### src/rtl/tcp_rx_sink.sv
// TCP receive sink: accepts notifications, requests the payload, consumes meta and data
// beats, and keeps byte/packet/cycle statistics with a byte-target completion flag.
module tcp_rx_sink #(
    parameter int  DATA_WIDTH = 512,
    localparam int KEEP_WIDTH = DATA_WIDTH / 8
) (
    input  logic                  aclk,
    input  logic                  aresetn,
    input  logic                  enable,
    input  logic [63:0]           target_bytes,

    input  logic                  s_notif_valid,
    output logic                  s_notif_ready,
    input  logic [87:0]           s_notif_data,

    output logic                  m_read_pkg_valid,
    input  logic                  m_read_pkg_ready,
    output logic [31:0]           m_read_pkg_data,

    input  logic                  s_rx_meta_valid,
    output logic                  s_rx_meta_ready,
    input  logic [15:0]           s_rx_meta_data,

    input  logic                  s_rx_data_valid,
    output logic                  s_rx_data_ready,
    input  logic [DATA_WIDTH-1:0] s_rx_data_data,
    input  logic [KEEP_WIDTH-1:0] s_rx_data_keep,
    input  logic                  s_rx_data_last,

    output logic [63:0]           rx_byte_cnt,
    output logic [31:0]           rx_pkt_cnt,
    output logic [63:0]           rx_cycles,
    output logic                  done,
    output logic                  err_len
);

    typedef enum logic [1:0] {IDLE, REQ, META, DATA} state_t;

    state_t      state_q, state_d;
    logic [15:0] sess_q;
    logic [15:0] len_q;
    logic [31:0] acc_q;
    logic        running_q;

    logic        notif_hs, notif_take, rp_hs, meta_hs, data_hs;
    logic [15:0] notif_sess, notif_len;
    logic        notif_closed;
    logic [31:0] beat_sum;

    // Payload bytes, ip and port are consumed but carry nothing this block needs.
    logic        unused_bits;
    assign unused_bits = ^{s_notif_data[87:81], s_notif_data[79:32], s_rx_data_data};

    function automatic logic [31:0] popcnt(input logic [KEEP_WIDTH-1:0] k);
        logic [31:0] c;
        c = '0;
        for (int unsigned i = 0; i < KEEP_WIDTH; i++)
            c = c + {31'b0, k[i]};
        return c;
    endfunction

    assign notif_sess   = s_notif_data[15:0];
    assign notif_len    = s_notif_data[31:16];
    assign notif_closed = s_notif_data[80];

    assign notif_hs   = s_notif_valid && s_notif_ready;
    assign notif_take = notif_hs && !notif_closed && (notif_len != 16'd0);
    assign rp_hs      = m_read_pkg_valid && m_read_pkg_ready;
    assign meta_hs    = s_rx_meta_valid && s_rx_meta_ready;
    assign data_hs    = s_rx_data_valid && s_rx_data_ready;
    assign beat_sum   = acc_q + popcnt(s_rx_data_keep);

    assign m_read_pkg_data = {len_q, sess_q};

    always_comb begin
        state_d          = state_q;
        s_notif_ready    = 1'b0;
        m_read_pkg_valid = 1'b0;
        s_rx_meta_ready  = 1'b0;
        s_rx_data_ready  = 1'b0;
        case (state_q)
            IDLE: begin
                s_notif_ready = enable;
                if (notif_take)
                    state_d = REQ;
            end
            REQ: begin
                m_read_pkg_valid = 1'b1;
                if (rp_hs)
                    state_d = META;
            end
            META: begin
                s_rx_meta_ready = 1'b1;
                if (meta_hs)
                    state_d = DATA;
            end
            DATA: begin
                s_rx_data_ready = 1'b1;
                if (data_hs && s_rx_data_last)
                    state_d = IDLE;
            end
            default: state_d = IDLE;
        endcase
        // Handshake outputs stay quiet for the whole time reset is held.
        if (!aresetn) begin
            s_notif_ready    = 1'b0;
            m_read_pkg_valid = 1'b0;
            s_rx_meta_ready  = 1'b0;
            s_rx_data_ready  = 1'b0;
        end
    end

    always_ff @(posedge aclk) begin
        if (!aresetn) begin
            state_q     <= IDLE;
            sess_q      <= '0;
            len_q       <= '0;
            acc_q       <= '0;
            running_q   <= 1'b0;
            rx_byte_cnt <= '0;
            rx_pkt_cnt  <= '0;
            rx_cycles   <= '0;
            done        <= 1'b0;
            err_len     <= 1'b0;
        end else begin
            state_q <= state_d;
            if (notif_take) begin
                sess_q    <= notif_sess;
                len_q     <= notif_len;
                acc_q     <= '0;
                running_q <= 1'b1;
            end
            if (meta_hs && (s_rx_meta_data != sess_q))
                err_len <= 1'b1;
            if (data_hs) begin
                if (s_rx_data_last) begin
                    acc_q       <= '0;
                    rx_byte_cnt <= rx_byte_cnt + {32'b0, beat_sum};
                    rx_pkt_cnt  <= rx_pkt_cnt + 32'd1;
                    if (beat_sum != {16'b0, len_q})
                        err_len <= 1'b1;
                end else begin
                    acc_q <= beat_sum;
                end
            end
            if (running_q && !done)
                rx_cycles <= rx_cycles + 64'd1;
            if ((target_bytes != 64'd0) && (rx_byte_cnt >= target_bytes))
                done <= 1'b1;
        end
    end

endmodule

### config.mk
export PLATFORM = sky130hd
export DESIGN_NAME = tcp_rx_sink
export DESIGN_NICKNAME = d
export VERILOG_FILES = /design/src/rtl/tcp_rx_sink.sv
export SDC_FILE = /design/constraint.sdc
export NUM_CORES = 1
export LEC_CHECK = 0
export BUFFER_PORTS_ARGS = -buffer_cell sky130_fd_sc_hd__buf_2
export CORE_AREA = 2 2 365 367
export CTS_CLUSTER_DIAMETER = 80
export CTS_CLUSTER_SIZE = 8
export DETAILED_ROUTE_END_ITERATION = 10
export DIE_AREA = 0 0 367 369
export SKIP_LAST_GASP = 1
export SLEW_MARGIN = 20
export SYNTH_ARGS = -nofsm -noshare
export SYNTH_HDL_FRONTEND = slang
export SYNTH_SLANG_ARGS = --single-unit
### constraint.sdc
create_clock -name aclk -period 15.3 [get_ports aclk]
set_input_delay 0.765 -clock aclk [delete_from_list [all_inputs] [get_ports aclk]]
set_output_delay 0.765 -clock aclk [all_outputs]
set_load 0.05 [all_outputs]
# Yosys cells after proc, flatten, opt, wreduce, memory -nomap -nowiden
# Index checks and enable logic that the tools add are counted.
[op_classes]
addsub = 67
order_cmp = 1
eq_ne = 9
muxes = 20
reduce_logical = 18
[ops]
columns = ["cell", "count"]
rows = [
  ["$add 32x1->32", 32],
  ["$mux 32", 3],
  ["$add 64x1->64 const B", 1],
  ["$add 64x32->64", 1],
  ["$ge 64x64->1", 1],
  ["$reduce_bool 64->1", 1],
  ["$add 31x1->32", 1],
  ["$add 32x1->32 const B", 1],
  ["$add 32x32->32", 1],
  ["$ne 32x16->1", 1],
  ["$add 30x1->31", 1],
  ["$add 29x1->30", 1],
  ["$add 28x1->29", 1],
  ["$add 27x1->28", 1],
  ["$add 26x1->27", 1],
  ["$add 25x1->26", 1],
  ["$add 24x1->25", 1],
  ["$add 23x1->24", 1],
  ["$add 22x1->23", 1],
  ["$add 21x1->22", 1],
  ["$add 20x1->21", 1],
  ["$add 19x1->20", 1],
  ["$add 18x1->19", 1],
  ["$add 17x1->18", 1],
  ["other kinds (30)", 58],
]
[totals]
register_bits = 229
inputBits = 752
out_inout_bits = 198
word_cells = 125

# Logic depth before layout (Yosys ltp)
# Gate-level depths: netlist of run 1.
[depth]
depth_word = 68
ltp_mapped = 33
depth_no_buf = 31

# Worst setup path after synthesis of run 1
# OpenSTA, ideal clock, no wires.
[synth_timing]
path_kind = "input -> register"
from = "input port s_rx_data_keep[17]"
to = "register rx_byte_cnt[57]"
setup_ps = 135
arrival_time_ps = 9344
t_required_ps = 15165
path_slack_ps = 5821
stages = 31
n_path_buf = 2
path_cell_list = "fa_1 -> inv_1 -> fa_1 -> inv_1 -> fa_1 -> inv_1 -> fa_1 -> fa_1 -> fa_1 -> fa_1 -> fa_1 -> fa_1 -> fa_1 -> nand2b_1 -> a21oi_1 -> o311ai_4 -> a2111oi_4 -> nand3_1 -> xnor2_1 -> ha_1 -> clkbuf_1 -> nand2_1 -> nor2_1 -> nand4_1 -> a211oi_1 -> o2111ai_1 -> a31oi_1 -> buf_2 -> nand2_1 -> o311ai_0 -> o41ai_1"
[synth_between]
elab_chain_len = 49
[synth_rtl]
columns = ["item", "line_no", "source"]
rows = [
  ["from (decl)", "27", "input logic [KEEP_WIDTH-1:0] s_rx_data_keep,"],
  ["$add 17x1->18", "58", "c = c + {31'b0, k[i]};"],
  ["$add 18x1->19", "58", ""],
  ["$add 19x1->20", "58", ""],
  ["$add 20x1->21", "58", ""],
  ["$add 21x1->22", "58", ""],
  ["$add 22x1->23", "58", ""],
  ["$add 23x1->24", "58", ""],
  ["$add 24x1->25", "58", ""],
  ["(+2 left out)", "n/a", ""],
  ["$add 27x1->28", "58", ""],
  ["$add 28x1->29", "58", ""],
  ["$add 29x1->30", "58", ""],
  ["$add 30x1->31", "58", ""],
  ["$add 31x1->32", "58", ""],
  ["$add 32x1->32 (32 in a row)", "58", ""],
  ["$add 32x32->32", "71", "assign beat_sum = acc_q + popcnt(s_rx_data_keep);"],
  ["$add 64x32->64", "138", "rx_byte_cnt <= rx_byte_cnt + {32'b0, beat_sum};"],
  ["to (signal assigned)", "138", ""],
  ["to (decl)", "30", "output logic [63:0] rx_byte_cnt,"],
]
# Every way passes these cells.
# A chain may end at the register's enable or synchronous reset.

# Worst setup path in the final report of run 1
[layout_timing]
from = "input port s_rx_data_keep[17]"
to = "register rx_byte_cnt[63]"
# Same word-level chain as after synthesis.

==> results of run 1 <==
## worst max-delay path: cells and delay by family
kind | cells | cell delay, ns
buf+inv | 5 | 0.48
fa+ha+maj | 11 | 5.23
simple gates | 7 | 1.43
compound gates | 7 | 2.65
xor+xnor | 1 | 0.37
## final timing paths
path / cells after the start / to
worst min-delay path: 2 / running_q$_SDFFE_PN0P_
worst max-delay path: 31 / rx_byte_cnt[63]$_SDFFE_PN0P_
worst min register to register: 2 / running_q$_SDFFE_PN0P_
worst max register to register: 27 / rx_byte_cnt[63]$_SDFFE_PN0P_
## power groups by stage
stage / combinational (W) / clock (W) / sequential, W
after floorplan: 0.00215 / 0 / 0.000629
after global placement: 0.00318 / 0 / 0.000620
after detailed placement: 0.00321 / 0 / 0.000620
after CTS: 0.00323 / 0.000786 / 0.000608
after global routing: 0.00351 / 0.000807 / 0.000608
final: 0.00312 / 0.000762 / 0.000608
## metrics by stage
step           cell area, um2  util, %  total power, W  hold WS (ns)  worst slack (ns)
2_1_floorplan           16400        -         0.00278         0.430              5.82
3_3_place_gp            20400     15.5         0.00380         0.447              4.33
3_5_place_dp            20400     15.5         0.00383         0.449              4.33
4_1_cts                 21400     16.3         0.00462         0.412              4.90
5_1_grt                 21400     16.3         0.00493         0.445              4.32
6_report                21400     16.3         0.00449         0.449              4.84
## flip-flops by register name, indices dropped and copies added, names as in the netlist
signal / count
err_len: 1
sess_q: 16
len_q: 16
running_q: 1
rx_cycles: 64
state_q: 2
rx_byte_cnt: 64
done: 1
acc_q: 32
rx_pkt_cnt: 32
## Yosys cell counts (all sizes together) (25+ instances only)
library cell and number:
nor2b 74, nor3 26, inv 180, ha 130, mux2i 38, nand2 144
nor2 54, and2 121, dfxtp 229, a21o 48, nand3 71, and3 25
o21ai 93, a21oi 74, clkbuf 63, nor4 41, or3 25, fa 57
a21boi 28, nand4 57, xnor2 106, xor2 74
## cells by family after synthesis
family | after synthesis | share of synthesized area [%]
AND/OR/NAND/NOR | 684 | 23.0
AO/OA/AOI/OAI | 360 | 14.5
buffers and inverters | 251 | 5.77
flip-flops | 229 | 27.9
adder cells (fa/ha/maj) | 187 | 16.8
XOR/XNOR | 181 | 9.72
multiplexers | 38 | 2.31
## area by class of cell
cell class	instances	area [um2]	area share [%]
antenna	3	7.51	0.0351
clock buffer	41	951	4.44
clock inverter	4	88.8	0.415
inverter	180	676	3.16
multi-input combinational	1450	10900	51.0
sequential	229	4580	21.4
tap	1755	2200	10.3
timing repair buffer	391	1990	9.27
## routing by layer
metal  vias up  wire [um]  track usage (%)  share of wire [%]
li1       7408          -                -                  -
met1      7120      32900             13.8                 49
met2       582      28500             14.4                 43
met3        67       4500             2.04                6.7
met4         0       1150             2.41                1.7
met5         -          0                0                  0
==> flow_metrics.tcl, run 1 <==
set metrics [dict create \
    layout_common_cells "buf_2, dfxtp_1, inv_1, nand2_1, ha_1" \
    fin_crit_ns 10.46 \
    min_period_over_period_pct 68.3 \
    mostFrequentLayoutCell "buf_2" \
    synth.yosys.seq_area_share_pct 27.9 \
    avgViaCountPerCell 3.74 \
    insertion_delay_ns 0.57 \
    synth_edf_count 0 \
    crit_slowest_cell "a2111oi_4" \
    cts.htree.levels 2 \
    pwr-share-seq_pct 13.5 \
    fillers 14900 \
    route.vias.total 15200 \
    synthArstFlopShare_pct 0 \
    clockBufferDepth 3 \
    postCtsHoldBufs 0 \
    crit_path_max_fanout 12 \
    grtUsageTotal_pct 9.61 \
    cp_common_cell "fa_1" \
    cts_tree "yes" \
    report.final.slew_viol_count 0 \
    grt-ovfl-total 0 \
    rsz0062_at_grt "no" \
    antenna_found_initial 4 \
    grt_start_max_net_pins 94 \
    slowest_delay_ns 0.61 \
    p_sw_share_pct 51.2 \
    yosys.cell_types.count 76 \
    gp_congestion 0.915 \
    layout.nets 3227 \
    tns_ns 0 \
    root_buffer "clkbuf_16" \
    grt_pass1_vias 14400 \
    drt-pass1-iter-count 5 \
    power.share.clock_pct 17.0 \
    drt_iter0_markers 870 \
    path_clk_slew_ns 0.05 \
    drc_errors 0 \
    ioPinCount 950 \
    p_leak_nw 9.92 \
    worst_pin_slew_ns 0.822 \
    fin_cells 4053 \
    coreArea_um2 131000 \
    drv_cap 0 \
    die_area_um2 135000 \
    syn-instance-count 1930 \
    crit_start "s_rx_data_keep[17]" \
    clkSinkCount 229 \
    layout-drive-gt1-share_pct 20.0 \
    grt_pass1_wl_um 96100 \
    synthFlopType "dfxtp_1" \
    syn-cell-area_um2 16400 \
    r2r_setup_slack_ns 5.28 \
    synth_top_area_cell "dfxtp_1" \
    arrival_ns 10.94 \
    fp.dieW_um 367 \
    synth_warnings 0 \
    switchingPower_w 0.00230 \
    peakVddDrop_mv 0.494 \
    power_density_nw_per_um2 210 \
    cts_made_buffers 36 \
    fp-row-count 133 \
    cts_resized 0 \
    postCtsSetupBuffers 0 \
    syn2layout_area_growth_pct 30.2 \
    fmax_ghz 0.0956 \
    placed_cells 4005 \
    portBuffers 382 \
    status "completed" \
    hold_viol 0 \
    routed_wl_um 67000 \
    initial_core_util_pct 12.5 \
    relSlewSlack_pct 45.2 \
    syn_nets 2869 \
    synth_top_area_share_pct 27.9 \
    fin_skew_ns 0.0378 \
    synth_top_cells_by_area "dfxtp_1, ha_1, fa_1, xnor2_1, and2_1" \
    avgSynthCellArea_um2 8.52 \
    crit_type "primary input to register" \
    cp-end-kind "register" \
    dp_hpwl_um 56000 \
    worstHoldStart "running_q$_SDFFE_PN0P_" \
    synth.ff_latch_count 229 \
    wl_per_cell_um 16.5 \
    setup_viol 0 \
    p_int_w 0.00219 \
    die_h_um 369 \
    worstPathRequired_ns 15.79 \
    rr_startpoint "acc_q[0]$_SDFFE_PN0P_" \
    critPathLaunchType "primary input" \
    hp-class "register to register" \
    ant_nets 0 \
    power_frac_comb_pct 69.5 \
]
(Power assumes the default switching activity.)
==> inputs of run 2 (changes only) <==
==> constraint.sdc (replaced) <==
create_clock -name aclk -period 9.11 [get_ports aclk]
set_input_delay 0.4555 -clock aclk [delete_from_list [all_inputs] [get_ports aclk]]
set_output_delay 0.4555 -clock aclk [all_outputs]
set_load 0.05 [all_outputs]
==> run 2 against run 1 <==
Effect of this change: clock skew fell by 0.014 ns; sequential power is 68% higher; combinational power increased by 110%; highest routed layer is now met5.
==> flow_metrics.tcl, run 2 (synthesized netlist as in run 1, its figures left out) <==
set metrics [dict create \
    cp-end-kind "register" \
    grt-ovfl-total 0 \
    die_area_um2 135000 \
    design_area_um2 22600 \
    portBuffers 382 \
    regToRegEndpoint "rx_byte_cnt[41]$_SDFFE_PN0P_" \
    crit_slowest_cell "fa_1" \
    worstHoldStart "s_notif_data[11]" \
    wl_per_cell_um 16.6 \
    cp.depth 31 \
    layout_common_cells "buf_2, dfxtp_1, inv_1, nand2_1, buf_4" \
    grt_pass1_wl_um 101000 \
    min_path_cells 3 \
    report.final.slew_viol_count 0 \
    dp_hpwl_um 58200 \
    fmax_ghz 0.115 \
    drt-pass1-iter-count 5 \
    arrival_ns 9.16 \
    hold_viol 0 \
    p_int_w 0.00469 \
    critPathLaunchType "primary input" \
    reg2reg_depth 29 \
    ant_nets 0 \
    grt_pass1_vias 15400 \
    r2r_setup_slack_ns 0.58 \
    fin_skew_ns 0.0240 \
    regArea_um2 4580 \
    clkSinkCount 229 \
    coreArea_um2 131000 \
    clockBufferDepth 3 \
    antenna_found_initial 5 \
    fp-row-count 133 \
    grtUsageTotal_pct 10.0 \
    drv_cap 0 \
    p_leak_nw 10.6 \
    root_buffer "clkbuf_16" \
    grt_start_max_net_pins 145 \
    drc_errors 0 \
    gp_congestion 0.882 \
    crit_buf_inv 6 \
    slowest_delay_ns 0.57 \
    top_regs "rx_byte_cnt (64), rx_cycles (64)" \
    path_clk_slew_ns 0.05 \
    fp.dieW_um 367 \
    setup_viol 0 \
    p_sw_share_pct 47.9 \
    layout.nets 3354 \
    worst_pin_slew_ns 0.858 \
    pwr-share-seq_pct 11.3 \
    drt_iter0_markers 748 \
    critical_path.top_delay_family "adder cells" \
    multi_input_area_um2 11100 \
    routed_wl_um 69500 \
    rsz0062_at_grt "no" \
    cts_tree "yes" \
    place_area_um2 21300 \
    fillers 14900 \
    cp_common_cell "fa_1" \
    worstPathRequired_ns 9.57 \
    crit_start "s_rx_data_keep[0]" \
    mostFrequentLayoutCell "buf_2" \
    layout-drive-gt1-share_pct 25.1 \
    avgViaCountPerCell 3.78 \
    crit_type "primary input to register" \
    hp-class "primary input to register" \
    crit_path_max_fanout 7 \
    route.vias.total 15800 \
    status "completed" \
    cts_made_buffers 38 \
    fin_crit_ns 8.70 \
    final_util_pct 17.2 \
    initial_core_util_pct 12.5 \
    die_h_um 369 \
    min_period_over_period_pct 95.5 \
    power.share.clock_pct 14.9 \
    switchingPower_w 0.00432 \
    peakVddDrop_mv 0.647 \
    rr_startpoint "acc_q[0]$_SDFFE_PN0P_" \
    cts.htree.levels 2 \
    insertion_delay_ns 0.57 \
    syn2layout_area_growth_pct 37.2 \
    ioPinCount 950 \
    power_frac_comb_pct 73.8 \
    power_density_nw_per_um2 399 \
    min_to "sess_q[11]$_SDFFE_PN0P_" \
    relSlewSlack_pct 42.8 \
]
[run 2: timing repair]
action	4_1_cts	5_1_grt
buffers inserted	0	3
setup endpoints to repair	2	26
hold endpoints to repair	0	0
pin swaps	1	6
hold buffers	0	0
resized for setup	1	23
[run 2: worst register-to-register path, delay by kind of cell (launching register included)]
family	cells	cell delay, ns
flops	1	0.30
xor+xnor	2	0.39
buf+inv	5	0.77
simple gates	5	0.61
compound gates	7	1.65
fa+ha+maj	10	4.68
[run 2: area by class of cell]
class                   instances  share of cell area (%)
diodes                          2                  0.0222
repair buffers                516                    13.1
well taps                    1755                    9.73
multi-input cells            1450                    49.0
clock inverters                 9                   0.565
flip-flops and latches        229                    20.3
clock buffers                  40                    4.34
inverters                     180                    2.99
[run 2: power by group through the flow]
stage / combinational [W] / sequential [W] / clock [W]
2_1_floorplan: 0.00365 / 0.00106 / 0
3_3_place_gp: 0.00643 / 0.00104 / 0
3_5_place_dp: 0.00651 / 0.00104 / 0
4_1_cts: 0.00656 / 0.00102 / 0.00139
5_1_grt: 0.00741 / 0.00102 / 0.00143
6_report: 0.00665 / 0.00102 / 0.00134
[run 2: worst max path at each step]
stage                                    to  slack [ns]
6_report       rx_byte_cnt[41]$_SDFFE_PN0P_        0.41
5_1_grt        rx_byte_cnt[41]$_SDFFE_PN0P_        0.02
4_1_cts        rx_byte_cnt[59]$_SDFFE_PN0P_        0.08
3_5_place_dp   rx_byte_cnt[59]$_SDFFE_PN0P_       -0.60
3_3_place_gp   rx_byte_cnt[55]$_SDFFE_PN0P_       -0.53
2_1_floorplan  rx_byte_cnt[57]$_SDFFE_PN0P_        0.07
[run 2: routing by layer]
layer	part of all wire [%]	vias to the layer above	GRT usage [%]	wire, um
li1	-	7672	-	-
met1	47	7508	13.8	32900
met2	42	514	15.0	29400
met3	7.8	92	2.98	5420
met4	2.5	4	3.07	1740
met5	0.039	-	0	27
[run 2: stage by stage]
stage          hold slack [ns]  total power [W]  std cells  worst slack (ns)  TNS (ns)
2_1_floorplan            0.430          0.00470       1930            0.0709         0
3_3_place_gp             0.445          0.00747       4127            -0.534    -11.49
3_5_place_dp             0.450          0.00756       4127            -0.605    -13.36
4_1_cts                 0.0838          0.00897       4176            0.0774         0
5_1_grt                  0.122          0.00986       4179            0.0183         0
6_report                 0.137          0.00901       4181             0.409         0
==> inputs of run 3 (changes only) <==
--- a/config.mk
+++ b/config.mk
@@ -5,12 +5,13 @@
 export SDC_FILE = /design/constraint.sdc
 export NUM_CORES = 1
 export LEC_CHECK = 0
-export BUFFER_PORTS_ARGS = -buffer_cell sky130_fd_sc_hd__buf_2
-export CORE_AREA = 2 2 365 367
+export CAP_MARGIN = 20
+export CORE_AREA = 2 2 374 376
 export CTS_CLUSTER_DIAMETER = 80
 export CTS_CLUSTER_SIZE = 8
 export DETAILED_ROUTE_END_ITERATION = 10
-export DIE_AREA = 0 0 367 369
+export DIE_AREA = 0 0 376 378
+export DONT_BUFFER_PORTS = 1
 export SKIP_LAST_GASP = 1
 export SLEW_MARGIN = 20
 export SYNTH_ARGS = -nofsm -noshare
==> run 3 against run 2 <==
Effect of this change: register-to-register slack improved by 0.03 ns; final cell count down 6.5%; largest power group unchanged; combinational power up 3.6%; utilization shrank 2.0 points; clock skew increased by 0.013 ns; sequential share of layout area up 1.4 points; global-route usage grew 0.15 points; sequential power about the same; critical path depth up 2; worst setup slack worse by 0.066 ns; via count down 9.1%; power rose by 3.1%.
==> flow_metrics.tcl, run 3 (synthesized netlist as in run 1, its figures left out) <==
set metrics [dict create \
    status "completed" \
    gp_congestion 0.827 \
    power_density_nw_per_um2 440 \
    fp-row-count 137 \
    syn2layout_area_growth_pct 28.5 \
    ant_nets 0 \
    fmax_ghz 0.114 \
    holdWs_ns 0.0536 \
    arrival_ns 9.23 \
    power.share.clock_pct 14.6 \
    grt_pass1_wl_um 102000 \
    power_frac_comb_pct 74.2 \
    setup_viol 0 \
    fin_skew_ns 0.0373 \
    initial_core_util_pct 11.9 \
    p_sw_share_pct 45.1 \
    antenna_found_initial 11 \
    root_buffer "clkbuf_16" \
    p_total_w 0.00929 \
    cp-end-kind "register" \
    design_area_um2 21100 \
    fin_crit_ns 8.77 \
    p_int_w 0.00510 \
    min_period_over_period_pct 96.2 \
    worstPathRequired_ns 9.57 \
    critPathLaunchType "primary input" \
    hold_viol 0 \
    drc_errors 0 \
    top_layer "met5" \
    peakVddDrop_mv 1.03 \
    path_clk_slew_ns 0.05 \
    drt_iter0_markers 736 \
    crit_path_max_fanout 7 \
    crit_type "primary input to register" \
    regArea_um2 4590 \
    crit_slowest_cell "fa_1" \
    layout.nets 3022 \
    routed_wl_um 75000 \
    drt-pass1-iter-count 5 \
    pwr-share-seq_pct 11.2 \
    wl_met3_um 10700 \
    cts.htree.levels 2 \
    multi_input_area_um2 11000 \
    fillers 15600 \
    ioPinCount 950 \
    clockBufferDepth 3 \
    die_area_um2 142000 \
    coreArea_um2 139000 \
    grt_pass1_vias 13600 \
    place_area_um2 19800 \
    report.final.slew_viol_count 0 \
    worst_pin_slew_ns 1.11 \
    relSlewSlack_pct 24.9 \
    layout_common_cells "dfxtp_1, inv_1, buf_4, nand2_1, ha_1" \
    switchingPower_w 0.00419 \
    mostFrequentLayoutCell "dfxtp_1" \
    route.vias.total 14400 \
    dp_hpwl_um 63700 \
    top_regs "rx_byte_cnt (64), rx_cycles (64)" \
    cp_common_cell "fa_1" \
    wl_met2_um 31100 \
    grt_start_max_net_pins 226 \
    cts_made_buffers 38 \
    insertion_delay_ns 0.59 \
    fp.dieW_um 376 \
    drv_cap 0 \
    portBuffers 0 \
    grtUsageTotal_pct 10.2 \
    die_h_um 378 \
    met1_length_um 31200 \
    grt-ovfl-total 0 \
    wl_per_cell_um 19.2 \
    p_leak_nw 9.06 \
    clkSinkCount 229 \
    slowest_delay_ns 0.56 \
    cts_tree "yes" \
    layout-drive-gt1-share_pct 13.1 \
    avgViaCountPerCell 3.67 \
    hp-class "primary input to register" \
]
## run 3: what timing repair did
| item | 4_1_cts | 5_1_grt |
|---|---|---|
| hold buffers | 6 | 0 |
| endpoints found under the setup margin | 6 | 32 |
| pin swaps | 0 | 13 |
| endpoints found under the hold margin | 16 | 0 |
| buffers inserted | 0 | 3 |
| gates resized for setup | 1 | 19 |
## run 3: metrics by stage
| stage | setup WS, ns | utilization (%) | TNS, ns | cells |
|---|---|---|---|---|
| CTS | 0.0138 | 15.2 | 0 | 3899 |
| detailed placement | -0.668 | 14.3 | -16.11 | 3841 |
| finish | 0.343 | 15.3 | 0 | 3908 |
| floorplan | 0.0709 | - | 0 | 1930 |
| global route | -0.0193 | 15.3 | -0.0419 | 3905 |
| global placement | -0.690 | 14.3 | -14.44 | 3841 |
## run 3: area by class of cell
type	count	share of cell area, %
multi-input combinational	1450	52.2
antenna	6	0.0710
clock buffer	45	4.91
tap	1807	10.7
sequential	229	21.7
clock inverter	7	0.444
timing repair buffer	184	6.78
inverter	180	3.20
## run 3: per-layer routing
layer	vias to the layer above	GRT usage, %
li1	7013	-
met1	6760	12.3
met2	458	14.8
met3	101	6.40
met4	20	3.03
met5	-	0
## run 3: worst max-delay path: cells and delay by family
kind	cells	cell delay [ns]
AO/OA/AOI/OAI	9	1.95
AND/OR/NAND/NOR	3	0.44
adder cells (fa/ha/maj)	11	5.03
XOR/XNOR	2	0.37
buffers and inverters	8	0.98
## run 3: worst paths after layout
| kind | start | endpoint | slack, ns | cells after the start |
|---|---|---|---|---|
| max reg2reg | acc_q[0]$_SDFFE_PN0P_ | rx_byte_cnt[49]$_SDFFE_PN0P_ | 0.61 | 29 |
| max | s_rx_data_keep[53] | rx_byte_cnt[49]$_SDFFE_PN0P_ | 0.34 | 33 |
| min reg2reg | running_q$_SDFFE_PN0P_ | running_q$_SDFFE_PN0P_ | 0.46 | 2 |
| min | s_notif_data[14] | sess_q[14]$_SDFFE_PN0P_ | 0.05 | 2 |
## run 3: power by group through the flow
stage                     Sequential [W]  Combinational, W  Clock, W
after detailed placement         0.00106           0.00673         0
after floorplan                  0.00106           0.00365         0
after CTS                        0.00104           0.00679   0.00141
after global placement           0.00106           0.00667         0
final                            0.00104           0.00689   0.00135
after global routing             0.00104           0.00762   0.00145
